<file path="config.mk">
export PLATFORM = sky130hd
export DESIGN_NAME = burst_reader
export DESIGN_NICKNAME = d
export VERILOG_FILES = /design/src/rtl/burst_reader.sv
export SDC_FILE = /design/constraint.sdc
export NUM_CORES = 1
export LEC_CHECK = 0
export ABC_AREA = 1
export BUFFER_PORTS_ARGS = -buffer_cell sky130_fd_sc_hd__buf_2
export CORE_ASPECT_RATIO = 1.1
export CORE_MARGIN = 3
export CORE_UTILIZATION = 55
export DETAILED_ROUTE_END_ITERATION = 12
export PLACE_DENSITY_LB_ADDON = 0.15
export SLEW_MARGIN = 15
export SYNTH_ARGS = -nofsm -noshare
export SYNTH_HDL_FRONTEND = slang
export SYNTH_SLANG_ARGS = --single-unit
</file>
<file path="constraint.sdc">
create_clock -name clk_i -period 3.15 [get_ports clk_i]
set_input_delay 0.63 -clock clk_i [delete_from_list [all_inputs] [get_ports clk_i]]
set_output_delay 0.63 -clock clk_i [all_outputs]
set_load 0.01 [all_outputs]
</file>
<file path="src/rtl/burst_reader.sv">
// rtl/burst_reader.sv - burst read engine: issues len source reads (latency 1) into a 3-entry
// {data,last} buffer and streams them downstream with last on the final word.
module burst_reader #(
   parameter int DataWidth = 8,
   parameter int MaxLen    = 16,
   parameter int LenWidth  = $clog2(MaxLen + 1)
) (
   input  logic                 clk_i,
   input  logic                 reset_i,
   input  logic                 cmd_valid_i,
   output logic                 cmd_ready_o,
   input  logic [LenWidth-1:0]  cmd_len_i,
   input  logic                 src_rvalid_i,
   output logic                 src_rready_o,
   input  logic [DataWidth-1:0] src_data_i,
   output logic                 m_valid_o,
   input  logic                 m_ready_i,
   output logic [DataWidth-1:0] m_data_o,
   output logic                 m_last_o,
   output logic                 busy_o,
   output logic                 done_o
);

   typedef enum logic [1:0] {IDLE, READ, DRAIN} state_t;

   state_t                state_q;
   logic [LenWidth-1:0]   len_q;
   logic [LenWidth-1:0]   issued_q;
   logic [LenWidth-1:0]   recv_q;
   logic                  inflight_q;
   logic                  done_q;
   logic [1:0]            wr_ptr_q;
   logic [1:0]            rd_ptr_q;
   logic [1:0]            count_q;
   logic [DataWidth-1:0]  buf_data_q [3];
   logic                  buf_last_q [3];

   logic [LenWidth-1:0]   cmd_len_eff;
   logic                  cmd_hs;
   logic                  src_hs;
   logic                  push;
   logic                  pop;

   function automatic logic [1:0] next_ptr(input logic [1:0] p);
      return (p == 2'd2) ? 2'd0 : p + 2'd1;
   endfunction

   assign cmd_len_eff  = (cmd_len_i > LenWidth'(MaxLen)) ? LenWidth'(MaxLen) : cmd_len_i;
   assign cmd_ready_o  = (state_q == IDLE) & ~reset_i;
   assign cmd_hs       = cmd_valid_i & cmd_ready_o;

   // Reads are throttled so every outstanding word already has a buffer slot reserved.
   assign src_rready_o = (state_q == READ) && (issued_q < len_q) &&
                         (({1'b0, count_q} + {2'b00, inflight_q}) < 3'd3);
   assign src_hs       = src_rvalid_i & src_rready_o;

   assign push         = inflight_q;
   assign m_valid_o    = (count_q != 2'd0);
   assign pop          = m_valid_o & m_ready_i;
   assign m_data_o     = m_valid_o ? buf_data_q[rd_ptr_q] : '0;
   assign m_last_o     = m_valid_o & buf_last_q[rd_ptr_q];
   assign busy_o       = (state_q != IDLE);
   assign done_o       = done_q;

   always_ff @(posedge clk_i) begin
      if (push) begin
         buf_data_q[wr_ptr_q] <= src_data_i;
         buf_last_q[wr_ptr_q] <= (recv_q == len_q - LenWidth'(1));
      end
   end

   always_ff @(posedge clk_i) begin
      if (reset_i) begin
         state_q    <= IDLE;
         len_q      <= '0;
         issued_q   <= '0;
         recv_q     <= '0;
         inflight_q <= 1'b0;
         done_q     <= 1'b0;
         wr_ptr_q   <= '0;
         rd_ptr_q   <= '0;
         count_q    <= '0;
      end else begin
         done_q     <= 1'b0;
         inflight_q <= src_hs;

         if (push) begin
            wr_ptr_q <= next_ptr(wr_ptr_q);
            recv_q   <= recv_q + LenWidth'(1);
         end
         if (pop) begin
            rd_ptr_q <= next_ptr(rd_ptr_q);
         end
         case ({push, pop})
            2'b10:   count_q <= count_q + 2'd1;
            2'b01:   count_q <= count_q - 2'd1;
            default: count_q <= count_q;
         endcase

         case (state_q)
            IDLE: begin
               if (cmd_hs) begin
                  len_q    <= cmd_len_eff;
                  issued_q <= '0;
                  recv_q   <= '0;
                  if (cmd_len_eff == '0) begin
                     done_q <= 1'b1;
                  end else begin
                     state_q <= READ;
                  end
               end
            end
            READ: begin
               if (src_hs) begin
                  issued_q <= issued_q + LenWidth'(1);
                  if (issued_q + LenWidth'(1) == len_q) begin
                     state_q <= DRAIN;
                  end
               end
            end
            DRAIN: begin
               if (pop && m_last_o) begin
                  state_q <= IDLE;
                  done_q  <= 1'b1;
               end
            end
            default: state_q <= IDLE;
         endcase
      end
   end

endmodule

</file>
==> results of run 1 <==
## synthesized netlist by cell type
cell type,count
a211oi_1,1
a21o_1,1
a21oi_1,10
a21oi_2,2
a31oi_1,1
buf_2,1
buf_6,2
dfxtp_1,27
edfxtp_1,27
ha_1,11
inv_1,40
inv_2,3
inv_4,1
mux2_2,8
nand2_1,27
nand2_2,1
nand3_1,9
nand3_2,3
nand3_4,1
nand4_1,7
nor2_1,48
nor2_2,6
nor2_4,2
nor3_1,3
nor3b_1,2
nor4_1,1
o211a_1,1
o211ai_2,1
o21ai_0,13
o21ai_1,5
o22ai_1,2
or2_2,2
xnor2_1,5
xor2_1,9
## registers in the layout (all words and copies together) (netlist names), named ones only
| register | cells |
|---|---|
| recv_q | 5 |
| wr_ptr_q | 2 |
| inflight_q | 1 |
| len_q | 5 |
| count_q | 2 |
| issued_q | 5 |
| rd_ptr_q | 2 |
| done_o | 1 |
| buf_data_q | 24 |
| state_q | 2 |
| buf_last_q | 3 |
## metrics by stage
| step | setup WS, ns | hold slack, ns | util, % |
|---|---|---|---|
| 6_report | 0.796 | 0.503 | 65.7 |
| 5_1_grt | 0.649 | 0.508 | 65.7 |
| 4_1_cts | 0.772 | 0.505 | 65.7 |
| 3_5_place_dp | 1.12 | 0.492 | 63.8 |
| 3_3_place_gp | 1.14 | 0.478 | 63.8 |
| 2_1_floorplan | 1.30 | 0.458 | - |
## cell families (layout without fill, tap and decap cells)
| group | after synthesis | in the layout | synth area share, % |
|---|---|---|---|
| fa+ha+maj | 11 | 11 | 5.21 |
| flops | 54 | 54 | 51.1 |
| xor+xnor | 14 | 14 | 4.64 |
| compound gates | 37 | 37 | 8.09 |
| buf+inv | 47 | 85 | 7.38 |
| simple gates | 112 | 112 | 20.2 |
| mux | 8 | 8 | 3.41 |
## worst max path at each step
| stage | start | to | cells past startpoint |
|---|---|---|---|
| after detailed placement | inflight_q | src_rready_o | 6 |
| after CTS | len_q[4] | src_rready_o | 7 |
| final | len_q[4] | src_rready_o | 7 |
| after global placement | inflight_q | src_rready_o | 6 |
| after floorplan | inflight_q | src_rready_o | 5 |
| after global routing | issued_q[2] | src_rready_o | 7 |
## per-layer routing
metal,track usage [%],vias up,wire length (um)
li1,-,1009,-
met1,23.2,911,2080
met2,34.0,45,2450
met3,4.30,6,276
met4,8.27,0,96
met5,0,-,0
## power by group through the flow
stage,Sequential [mW],Combinational [mW],Clock (mW)
floorplan,0.791,0.164,0
global placement,0.800,0.209,0
detailed placement,0.801,0.213,0
CTS,0.785,0.214,0.384
global route,0.790,0.246,0.408
finish,0.785,0.213,0.368
## area by class of cell
class | count | area [um^2]
sequential | 54 | 1350
tap | 54 | 67.6
timing repair buffer | 33 | 170
clock inverter | 1 | 7.51
inverter | 44 | 168
multi-input combinational | 182 | 1100
clock buffer | 7 | 76.3
fill | 386 | 1540
## worst max-delay path: cells and delay by family (launching register included)
kind | cells | cell delay (ns)
AOI/OAI and AO/OA | 1 | 0.16
adders and majority gates | 1 | 0.31
DFF | 1 | 0.38
buffers and inverters | 3 | 0.29
and+or+nand+nor | 2 | 0.28
==> flow_summary_export.csv, run 1 <==
group,metric,value,unit
floorplan,initial_core_util,59.1,%
synth,synthesis.instances,283,
placement,place.gp.congestion,0.868,
grt,grt_remaining_overflow,0,
final_layout,most-common-layout-cells,"nor2_1, inv_1, buf_2",
timing,maxSlewHeadroom,49.9,%
power,total_power,1.37,mW
clock_tree,holdBufCountCts,0,
worst_setup_path,path_cells,"inv_1 -> ha_1 -> a21o_1 -> nor2_1 -> nand4_1 -> inv_1 -> buf_2",
timing,fin_crit_sh,74.7,%
worst_setup_path,required,2.52,ns
synth,ys_ff_latch,54,
clock_tree,cts_resized,0,
power,clock_power_share,26.9,%
status,outcome,"completed",
synth,synth_top_area_cell,"edfxtp_1",
timing,hold_viol,0,
timing,tns,0,ns
placement,placement.io_buffers,31,
worst_setup_path,cp_common_cell,"inv_1",
min_path,hp-start,"rd_ptr_q[1]",
clock_tree,clkSinkCount,54,
timing,finClkSkew,0.00433,ns
synth,yosysUniqueCellTypes,34,
placement,dp_hpwl,3720,um
clock_tree,postCtsSetupBuffers,0,
grt,antenna_found_initial,0,
synth,ys_warn_count,0,
clock_tree,clockBufferDepth,2,
timing,max_freq,425,MHz
worst_setup_path,crit_fanout,3,
timing,tightest_slew,0.749,ns
synth,synth_area,2640,um^2
route,drc,0,
worst_setup_path,r2r_slack,1.24,ns
worst_setup_path,slowest_stage,"dfxtp_1",
clock_tree,cts.htree.levels,2,
floorplan,ios,32,
timing,drv_slew,0,
floorplan,fp.dieArea,5680,um^2
synth,yosysTopAreaCellShare,30.7,%
grt,grt_pass1_vias,1970,
power,peakVddDrop,0.225,mV
timing,setup_viol,0,
clock_tree,cts.clk_slew.worst_paths,0.09,ns
grt,grt_first_pass_wirelength,8570,um
min_path,hold_path_class,"reg -> reg",
route,firstDrtPassIters,4,
floorplan,fp-row-count,25,
worst_setup_path,critPathArrivalTime,1.72,ns
floorplan,die_h,78.7,um
timing,finalCriticalPeriod,2.35,ns
final_layout,nets,349,
worst_setup_path,ff2ff_path_depth,6,
final_layout,num_antenna_cells,0,
power,netSwitchingFraction,26.6,%
route,ant_nets,0,
worst_setup_path,slowest_delay,0.38,ns
power,p_switching,0.364,mW
timing,rsz0062_at_grt,"no",
final_layout,final_common_cell,"nor2_1",
worst_setup_path,crit_type,"reg -> out",
route,vias,1971,
route,avgViaCountPerCell,5.26,
power,p_per_area,465,nW/um^2
synth,synth-seq-area-share,51.1,%
clock_tree,cts_buffers,5,
power,internal_power,1.00,mW
worst_setup_path,end_kind,"output pin",
power,seq_power_share,57.5,%
final_layout,drive_gt1_share,21.5,%
route,drt_iter0_markers,147,
floorplan,design.core.area,4470,um^2
grt,grt_use_total,19.6,%
final_layout,fin_area,2940,um^2
route,wirelength,4900,um
synth,syn_area_per_cell,9.34,um^2
final_layout,fin_cells,375,
power,p_leak,1.30,nW
synth,synth.net_count,312,
power,pwr-share-comb,15.6,%
placement,dpl_cell_area,2850,um^2
worst_setup_path,startpoint_type,"flip-flop",
clock_tree,clockRootBuffer,"clkbuf_8",
route,wl_per_cell,13.1,um
synth,synth.area.top_cells,"edfxtp_1, dfxtp_1, nor2_1",
min_path,min_to,"rd_ptr_q[1]",
final_layout,synthToLayoutAreaGrowth,11.1,%
flow_run,cap_viol_max_count,0,
placement,dp_cells,367,
worst_setup_path,r2r_start,"count_q[1]",
clock_tree,cts_tree,"done",
grt,grt_max_degree,17,
min_path,min_path_cells,2,
clock_tree,clkLatencyLatePin,0.30,ns
worst_setup_path,reg2reg_to,"count_q[1]",
floorplan,dieWidth,72.1,um
Note: power is estimated with default switching activity, not from simulation.
==> run 2: changes to the inputs <==
Clock period 3.15 ns to 2.3 ns, I/O delays scaled along.
==> run 2 against run 1 <==
Compared with the run above: combinational power increased by 40%; critical endpoint is now m_data_o[1]; global-route usage grew 0.61 points; die area is the same; clock power grew 39%; hold slack worse by 0.15 ns; final cell count grew 1.1%; clock skew grew 0.0018 ns; utilization increased by 0.70 points; setup slack got worse by 0.66 ns.
==> flow_summary_export.csv, run 2 (same netlist as run 1, synthesis figures left out) <==
group,metric,value,unit
status,outcome,"completed",
final_layout,fill_cells,386,
power,p_per_area,635,nW/um^2
worst_setup_path,slowest_stage,"dfxtp_1",
floorplan,initial_core_util,59.1,%
worst_setup_path,path_buf_inv,2,
final_layout,drive_gt1_share,22.8,%
route,avgViaCountPerCell,5.23,
power,p_leak,1.33,nW
clock_tree,clkSinkCount,54,
placement,place.gp.congestion,0.881,
worst_setup_path,critPathArrivalTime,1.71,ns
worst_setup_path,ff2ff_path_depth,9,
floorplan,fp.dieArea,5680,um^2
final_layout,synthToLayoutAreaGrowth,12.3,%
route,ant_nets,0,
min_path,min_path_cells,1,
timing,hold_slack,0.354,ns
grt,grt_max_degree,17,
timing,tightest_slew,0.599,ns
power,peakVddDrop,0.309,mV
route,wl_per_cell,13.5,um
clock_tree,cts.clk_slew.worst_paths,0.10,ns
clock_tree,postCtsSetupBuffers,0,
clock_tree,holdBufCountCts,0,
route,drc,0,
final_layout,num_antenna_cells,0,
placement,dp_hpwl,3900,um
worst_setup_path,crit_type,"reg -> out",
final_layout,regMostFlops,"buf_data_q",
grt,antenna_found_initial,0,
timing,fin_crit_sh,94.2,%
power,total_power,1.89,mW
route,drt_iter0_markers,175,
timing,drv_slew,0,
timing,max_freq,461,MHz
clock_tree,cts_tree,"done",
grt,grt_first_pass_wirelength,8840,um
timing,hold_viol,0,
worst_setup_path,required,1.84,ns
route,vias,1982,
final_layout,most-common-layout-cells,"nor2_1, inv_1, buf_2",
clock_tree,cts_buffers,5,
min_path,hold_path_class,"in -> reg",
worst_setup_path,path_cells,"mux2_2 -> o21ai_0 -> inv_1 -> buf_2",
floorplan,die_h,78.7,um
floorplan,ios,32,
worst_setup_path,crit_fanout,10,
worst_setup_path,end_kind,"output pin",
final_layout,nets,353,
timing,tns,0,ns
timing,maxSlewHeadroom,59.7,%
placement,placement.io_buffers,31,
final_layout,final_common_cell,"nor2_1",
floorplan,design.core.area,4470,um^2
clock_tree,cts.htree.levels,2,
worst_setup_path,path_depth,4,
clock_tree,cts_resized,0,
worst_setup_path,slowest_delay,0.64,ns
timing,finClkSkew,0.00614,ns
timing,rsz0062_at_grt,"no",
flow_run,cap_viol_max_count,0,
clock_tree,clockRootBuffer,"clkbuf_8",
floorplan,dieWidth,72.1,um
clock_tree,clockBufferDepth,2,
grt,grt_pass1_vias,1939,
clock_tree,clkLatencyLatePin,0.31,ns
final_layout,largest_register_ffs,24,
route,firstDrtPassIters,4,
floorplan,fp-row-count,25,
timing,setup_viol,0,
worst_setup_path,startpoint_type,"flip-flop",
grt,grt_remaining_overflow,0,
grt,grt_use_total,20.2,%
worst_setup_path,crit_family,"flip-flops",
timing,finalCriticalPeriod,2.17,ns
route,wirelength,5110,um
run 2: layout make-up:
| type | count | area (um^2) | area share (%) |
|---|---|---|---|
| flip-flops and latches | 54 | 1350 | 45.5 |
| multi-input cells | 182 | 1100 | 37.0 |
| repair buffers | 37 | 200 | 6.74 |
| inverters | 44 | 168 | 5.65 |
| clock buffers | 5 | 68.8 | 2.32 |
| well taps | 54 | 67.6 | 2.28 |
| clock inverters | 3 | 16.3 | 0.548 |
run 2: metal layers:
metal	global-route usage, %	routed length, um	vias up
li1	-	-	1013
met1	24.5	2200	915
met2	34.1	2640	46
met3	3.54	190	8
met4	10.3	89	0
met5	0	0	-
run 2: power by group:
group | total, mW | internal [mW] | switching, mW
sequential | 1.08 | 1.04 | 0.0393
combinational | 0.299 | 0.125 | 0.173
clock | 0.512 | 0.209 | 0.303
total | 1.89 | 1.37 | 0.516
run 2: through the flow:
| step | std cells | area, um^2 | setup WS [ns] | util (%) |
|---|---|---|---|---|
| 2_1_floorplan | 283 | 2640 | 0.617 | - |
| 3_3_place_gp | 370 | 2880 | 0.446 | 64.3 |
| 3_5_place_dp | 370 | 2880 | 0.426 | 64.3 |
| 4_1_cts | 378 | 2960 | 0.0718 | 66.2 |
| 5_1_grt | 379 | 2970 | 0.0234 | 66.4 |
| 6_report | 379 | 2970 | 0.133 | 66.4 |
run 2: worst register-to-register path: cells and delay by family (launching register included):
family | cells | cell delay [ns]
AO/OA/AOI/OAI | 2 | 0.32
flip-flops | 1 | 0.38
buffers and inverters | 1 | 0.17
AND/OR/NAND/NOR | 4 | 0.42
adder cells (fa/ha/maj) | 2 | 0.48
run 2: final timing paths:
check	to	slack, ns	start
setup / recovery	m_data_o[1]	0.13	flip-flop
hold / removal	buf_data_q[2][7]	0.35	src_data_i[7]
setup reg to reg	issued_q[3]	0.43	inflight_q
hold reg to reg	count_q[1]	0.51	count_q[1]
